[config.mk]
export PLATFORM = sky130hd
export DESIGN_NAME = sar_adc_ctrl
export DESIGN_NICKNAME = d
export VERILOG_FILES = /design/src/rtl/sar_adc_ctrl.sv
export SDC_FILE = /design/constraint.sdc
export NUM_CORES = 1
export LEC_CHECK = 0
export CAP_MARGIN = 15
export CORE_UTILIZATION = 25
export CTS_CLUSTER_DIAMETER = 60
export DETAILED_ROUTE_END_ITERATION = 10
export GPL_ROUTABILITY_DRIVEN = 0
export RECOVER_POWER = 100
export SLEW_MARGIN = 20
export SYNTH_ARGS = -nofsm -noshare
export SYNTH_HDL_FRONTEND = slang
export SYNTH_SLANG_ARGS = --single-unit
export TNS_END_PERCENT = 30
[constraint.sdc]
create_clock -name clk -period 2.6 [get_ports clk]
set_clock_uncertainty 0.2 [all_clocks]
set_input_delay 0.78 -clock clk [delete_from_list [all_inputs] [get_ports clk]]
set_output_delay 0.78 -clock clk [all_outputs]
set_load 0.1 [all_outputs]
[src/rtl/sar_adc_ctrl.sv]
// Successive-approximation controller: samples, then resolves one bit per SETTLE_CYCLES+1 cycles, MSB first.
// Latency: done 1+SAMPLE_CYCLES+N*(SETTLE_CYCLES+1) edges after start is sampled; abort cancels to IDLE next edge.
module sar_adc_ctrl #(
    parameter int N             = 8,
    parameter int SAMPLE_CYCLES = 4,
    parameter int SETTLE_CYCLES = 3
) (
    input  logic         clk,
    input  logic         rst_n,
    input  logic         start,
    input  logic         abort,
    input  logic         cmp,
    output logic         sample,
    output logic [N-1:0] dac,
    output logic         busy,
    output logic         done,
    output logic [N-1:0] result
);

    localparam int CMAX = (SAMPLE_CYCLES > SETTLE_CYCLES) ? SAMPLE_CYCLES : SETTLE_CYCLES;
    localparam int CW   = (CMAX > 1) ? $clog2(CMAX) : 1;
    localparam logic [CW-1:0] SAMPLE_LAST = CW'(SAMPLE_CYCLES - 1);
    localparam logic [CW-1:0] SETTLE_LAST = CW'(SETTLE_CYCLES - 1);
    localparam logic [N-1:0]  MSB_SEL     = {1'b1, {(N-1){1'b0}}};

    typedef enum logic [2:0] {
        S_IDLE,
        S_SAMPLE,
        S_SETTLE,
        S_DECIDE,
        S_DONE
    } state_t;

    state_t         state;
    logic           cmp_m;
    logic           cmp_s;
    logic           start_seen;
    logic [CW-1:0]  cnt;
    logic [N-1:0]   acc;
    logic [N-1:0]   bit_sel;
    logic [N-1:0]   acc_n;
    logic           in_conv;

    // bit_sel is the one-hot form of the bit index i
    always_comb begin
        acc_n = cmp_s ? (acc | bit_sel) : acc;
    end

    assign in_conv = (state == S_SAMPLE) || (state == S_SETTLE) || (state == S_DECIDE);

    always_ff @(posedge clk or negedge rst_n) begin
        if (!rst_n) begin
            state      <= S_IDLE;
            cmp_m      <= 1'b0;
            cmp_s      <= 1'b0;
            start_seen <= 1'b0;
            cnt        <= '0;
            acc        <= '0;
            bit_sel    <= '0;
            sample     <= 1'b0;
            dac        <= '0;
            busy       <= 1'b0;
            done       <= 1'b0;
            result     <= '0;
        end else begin
            cmp_m      <= cmp;
            cmp_s      <= cmp_m;
            // start is captured only while idle and only if abort is not also asserted
            start_seen <= (state == S_IDLE) && start && !abort;
            done       <= 1'b0;

            if (abort && in_conv) begin
                state  <= S_IDLE;
                sample <= 1'b0;
                dac    <= '0;
                busy   <= 1'b0;
                cnt    <= '0;
            end else begin
                case (state)
                    S_IDLE: begin
                        if (start_seen) begin
                            state   <= S_SAMPLE;
                            sample  <= 1'b1;
                            busy    <= 1'b1;
                            dac     <= '0;
                            acc     <= '0;
                            bit_sel <= MSB_SEL;
                            cnt     <= '0;
                        end
                    end
                    S_SAMPLE: begin
                        if (cnt == SAMPLE_LAST) begin
                            state  <= S_SETTLE;
                            sample <= 1'b0;
                            dac    <= acc | bit_sel;
                            cnt    <= '0;
                        end else begin
                            cnt <= cnt + CW'(1);
                        end
                    end
                    S_SETTLE: begin
                        if (cnt == SETTLE_LAST) begin
                            state <= S_DECIDE;
                            cnt   <= '0;
                        end else begin
                            cnt <= cnt + CW'(1);
                        end
                    end
                    S_DECIDE: begin
                        acc <= acc_n;
                        if (bit_sel[0]) begin
                            state  <= S_DONE;
                            result <= acc_n;
                            done   <= 1'b1;
                            busy   <= 1'b0;
                            dac    <= '0;
                        end else begin
                            state   <= S_SETTLE;
                            bit_sel <= bit_sel >> 1;
                            dac     <= acc_n | (bit_sel >> 1);
                        end
                    end
                    S_DONE: begin
                        state <= S_IDLE;
                    end
                    default: begin
                        state <= S_IDLE;
                    end
                endcase
            end
        end
    end

endmodule

==> flow_summary.toml, run 1 <==
[routing]
postRouteAntennaNets = 0
wl_mm = 4.57
via_per_inst = 4.87
drt_iter0_markers = 95
wl_per_cell_um = 14.0
vias = 1588
firstDrtPassIters = 4
drc_errors = 0

[worst_setup_path]
path_delay_family = "buffers and inverters"
arrival_ns = 2.42
worstSetupPathType = "input port to flip-flop"
slowest_delay_ns = 0.60
cp_max_fo = 4
start_kind = "input port"
crit_path_end_kind = "flip-flop"
crit_required_ns = 2.59
crit_slowest_cell = "dlygate4sd3_1"
path_buf_inv = 1
path_cells = "dlygate4sd3_1 > or4b_1 > o211ai_4 > mux2_4"

[clock_network]
path_clk_slew_ns = 0.09
cts-root-buf = "clkbuf_8"
cts_buffers = 5
cts_max_path_buffers = 2
clock_sinks = 43
cts.htree.levels = 2
cts_tree = "yes"
cts.repair.resized = 0
cts_setup_buffers = 0
holdBufCountCts = 0
clk_latency_ns = 0.30

[placed_design]
io_buffer_count = 23
placed_area_um2 = 2380
dp_hpwl_mm = 3.19

[timing]
maxSlewHeadroom_pct = 28.2
setup-tns-final_ns = 0
hold_viol = 0
hold_slack_ns = 0.151
tightestPinTransition_ns = 1.08
drv_slew = 0
fin_crit_ns = 2.42
finalCritPeriodShare_pct = 93.1
finalSetupViolCount = 0
rsz0062_at_grt = "false"
clock.fmax_ghz = 0.413

[layout]
finish.instance_area_um2 = 2400
diodes = 0
nNetsFinal = 232
final_util_pct = 30.5
syn_to_final_growth_pct = 15.3
drive_above_1_share_pct = 18.3

[global_routing]
track_usage_pct = 11.5
grt.overflow.total = 0
antenna_found_initial = 0
grt_pass1_wl_mm = 7.78
grt_max_degree = 44
grt_pass1_vias = 1501

[yosys]
synth_top_area_share_pct = 51.6
synth_seq_area_share_pct = 51.6
synth_nets = 208
avgSynthCellArea_um2 = 10.5
synth_area_um2 = 2090
yosysMostFrequentCell = "dfrtp_1"
synth.area.top_cells = "dfrtp_1, a21oi_1, a22o_1"
synth_seq_cells = 43
synthCells = 199
synthFlopType = "dfrtp_1"
synth_edf_count = 0
synth_cell_types = 43
ys_warn_count = 0
synth-async-reset-ratio_pct = 100
ys_top_cells_by_count = "dfrtp_1, a21oi_1, nor2_1"
yosysTopAreaCell = "dfrtp_1"

[floorplanning]
die_height_um = 93.3
die_w_um = 93.3
start_util_pct = 26.4
rows = 32
io_pins = 24
die-area_um2 = 8710
core_area_um2 = 7890

[power]
ir_drop_mv = 0.260
p_leak_nw = 1.06
power.density_nw_per_um2 = 600

[worst_hold_path]
min_path_type = "flip-flop to flip-flop"

[job]
drv_cap = 0

[outcome]
outcome = "finished clean"
-- flip-flops by register name, indices dropped and copies added, names as in the netlist --
name	cells
acc	8
bit_sel	8
dac	8
result	8
state	3
cnt	2
busy	1
cmp_m	1
cmp_s	1
done	1
sample	1
start_seen	1
-- power breakdown --
group	internal [W]	switching (W)
sequential	0.000697	0.0000324
clock	0.000188	0.000232
combinational	0.0000832	0.000211
total	0.000968	0.000475
-- worst paths after layout --
path	startpoint	endpoint	slack (ns)	cells after the start
max	abort	dac[7]	0.18	4
min	cmp_m	cmp_s	0.15	0
max reg2reg	cnt[0]	dac[7]	0.56	4
min reg2reg	cmp_m	cmp_s	0.15	0
max in group asynchronous	rst_n	busy	0.98	2
min in group asynchronous	rst_n	done	0.56	2
-- layer usage --
layer	part of all wire, %	vias up	global-route usage [%]	wire length [µm]
met2	44	32	16.8	2010
met1	50	763	16.5	2290
li1	-	787	-	-
met4	0.72	0	3.08	33
met5	0	-	0	0
met3	5.1	6	3.50	232
-- cell type report --
class | count | area, µm²
clock inverter | 2 | 12.5
fill | 821 | 5480
tap | 102 | 128
timing repair buffer | 33 | 199
sequential | 43 | 1080
multi-input combinational | 135 | 898
inverter | 5 | 18.8
clock buffer | 6 | 72.6
-- cell usage in the layout (no fill, tap or decap), types with 2 or more instances in the layout --
cell type      Yosys  final
o2bb2ai_1          2      2
nor2_1            17     17
a211oi_1           7      7
buf_4              0      8
a31oi_1            4      4
o21ai_0           10     10
o22ai_1            7      7
nand2_1            8      8
mux2i_1            2      2
nand3b_1           6      6
clkbuf_1           7      2
ha_1               4      4
inv_1              5      5
nor2b_1            6      6
a22oi_1            3      3
clkbuf_2           0     20
a32o_1             3      3
a22o_1             9      9
a21oi_1           24     24
and2_1             2      2
or4b_1             1      2
dfrtp_1           43     43
dlygate4sd3_1      0      2
clkbuf_8           0      5
-- logic make-up after synthesis --
kind of cell / after synthesis / synth area share, %
flip-flops: 43 / 51.6
buffers and inverters: 21 / 5.16
adder cells (fa/ha/maj): 4 / 2.40
AO/OA/AOI/OAI: 75 / 24.2
multiplexers: 4 / 2.22
AND/OR/NAND/NOR: 52 / 14.5
-- per-stage QoR --
| step | setup WS [ns] | power [W] | instances |
|---|---|---|---|
| final | 0.178 | 0.00144 | 326 |
| after global routing | 0.171 | 0.00152 | 326 |
| after CTS | 0.342 | 0.00147 | 326 |
| after detailed placement | 0.0212 | 0.00105 | 318 |
| after global placement | 0.0623 | 0.00105 | 318 |
| after floorplan | 0.516 | 0.000971 | 199 |
No activity file was read; power rests on OpenSTA's default activity.
==> run 2, diff against run 1 <==
Settings changed: CTS_CLUSTER_SIZE set to 20.
==> results of run 2 <==
Final layout, timing and power as in run 1 (identical DEF).
==> run 3, diff against run 2 <==
Settings changed: CORE_ASPECT_RATIO set to 2, TNS_END_PERCENT 30 to not set.
==> run 3 against run 2 <==
  * Die area rose by 0.25%
  * Maximum frequency up 1.1%
  * Non-clock buffer count rose by 2
  * Critical path type unchanged
  * First-iteration DRC count down 6.3%
  * Combinational power barely moved
  * Wire length up 6.8%
  * Cell area is 2.4% higher
  * Setup slack improved by 0.027 ns
  * Final cell count down 1.2%
  * Sequential cell count unchanged
==> flow_summary.toml, run 3 (same netlist as run 1, synthesis figures left out) <==
[clock_network]
cts-root-buf = "clkbuf_16"
clk_latency_ns = 0.30
cts_tree = "yes"
cts.htree.levels = 2
cts_buffers = 5
holdBufCountCts = 0
cts_setup_buffers = 0
cts_max_path_buffers = 2
path_clk_slew_ns = 0.07
cts.repair.resized = 0
clock_sinks = 43

[timing]
maxSlewHeadroom_pct = 29.3
finalSetupViolCount = 0
tightestPinTransition_ns = 1.06
clock.fmax_ghz = 0.418
drv_slew = 0
finalCritPeriodShare_pct = 92.1
rsz0062_at_grt = "false"
fin_crit_ns = 2.39
setup-tns-final_ns = 0
hold_viol = 0

[routing]
drc_errors = 0
via_per_inst = 5.00
wl_per_cell_um = 15.2
postRouteAntennaNets = 0
wl_mm = 4.88
firstDrtPassIters = 4
vias = 1611
drt_iter0_markers = 89

[power]
seqPwrFrac_pct = 43.3
power_switching_w = 0.000535
p_leak_nw = 1.08
internal_power_w = 0.00114
p_clk_share_pct = 38.9
power.density_nw_per_um2 = 682
swShare_pct = 31.8
p_comb_share_pct = 17.7
ir_drop_mv = 0.280

[global_routing]
grt_pass1_vias = 1658
antenna_found_initial = 0
grt_pass1_wl_mm = 7.96
grt.overflow.total = 0
grt_max_degree = 44
track_usage_pct = 12.2

[worst_setup_path]
crit_top_cell = "clkbuf_1"
crit_required_ns = 2.63
start_kind = "input port"
cp_max_fo = 7
path_cells = "clkdlybuf4s50_1 > clkbuf_1 > mux2_1 > o211ai_4 > clkbuf_1 > a22o_1"
crit_path_end_kind = "flip-flop"
crit-reg2reg-launch = "cnt[0]"
r2r_cells = 5
crit_slowest_cell = "clkdlybuf4s50_1"
r2r_slack_ns = 0.50
worstSetupPathType = "input port to flip-flop"
r2r-end = "dac[4]"
arrival_ns = 2.43
slowest_delay_ns = 0.47

[job]
drv_cap = 0

[worst_hold_path]
min_path_type = "flip-flop to flip-flop"
min_from = "cmp_m"
whs_path_depth = 0
hold-path-endpoint = "cmp_s"

[floorplanning]
core_area_um2 = 8000
start_util_pct = 26.1
die_height_um = 131
die_w_um = 66.6
die-area_um2 = 8730
io_pins = 24
rows = 46

[layout]
final_util_pct = 30.8
final_common_cell = "dfrtp_1"
syn_to_final_growth_pct = 18.1
nNetsFinal = 234
drive_above_1_share_pct = 17.7
diodes = 0
layout_common_cells = "dfrtp_1, a21oi_1, clkbuf_2"

[outcome]
outcome = "finished clean"

[placed_design]
dp_hpwl_mm = 3.49
io_buffer_count = 23
[run 3: cell type report]
type	count	area, µm²
inverters	5	18.8
well taps	96	120
clock buffers	5	125
clock inverters	3	26.3
multi-input cells	135	898
flip-flops and latches	43	1080
fillers	838	5540
repair buffers	35	199
[run 3: worst max-delay path by stage]
stage	from	to	slack (ns)	cells past startpoint
floorplan	abort	dac[7]	0.52	3
detailed placement	abort	dac[7]	0.05	4
global route	abort	result[2]	0.10	5
global placement	abort	dac[7]	0.06	4
finish	abort	dac[4]	0.21	6
CTS	abort	dac[7]	0.36	4
[run 3: power groups by stage]
stage,combinational [W],sequential [W],clock [W]
floorplan,0.000133,0.000837,0
global placement,0.000312,0.000740,0
detailed placement,0.000317,0.000741,0
CTS,0.000318,0.000728,0.000670
global route,0.000319,0.000732,0.000688
finish,0.000298,0.000728,0.000654
[run 3: routing by layer]
| layer | vias up | part of all wire (%) | GRT usage [%] |
|---|---|---|---|
| met1 | 796 | 41 | 12.9 |
| li1 | 784 | - | - |
| met4 | 0 | 3.3 | 8.04 |
| met3 | 9 | 2.0 | 2.00 |
| met2 | 22 | 54 | 21.0 |
| met5 | - | 0 | 0 |
[run 3: through the flow]
step	worst slack, ns	instances	hold WS, ns	cell area (µm²)	power, W
2_1_floorplan	0.516	199	0.131	2090	0.000971
3_3_place_gp	0.0644	314	0.137	2380	0.00105
3_5_place_dp	0.0496	314	0.154	2380	0.00106
4_1_cts	0.358	322	0.169	2540	0.00172
5_1_grt	0.101	322	0.183	2460	0.00174
6_report	0.206	322	0.165	2460	0.00168
[run 3: critical path, delay by kind of cell]
family	cells	cell delay (ns)
buffers and inverters	3	0.92
muxes	1	0.35
AOI/OAI and AO/OA	2	0.37
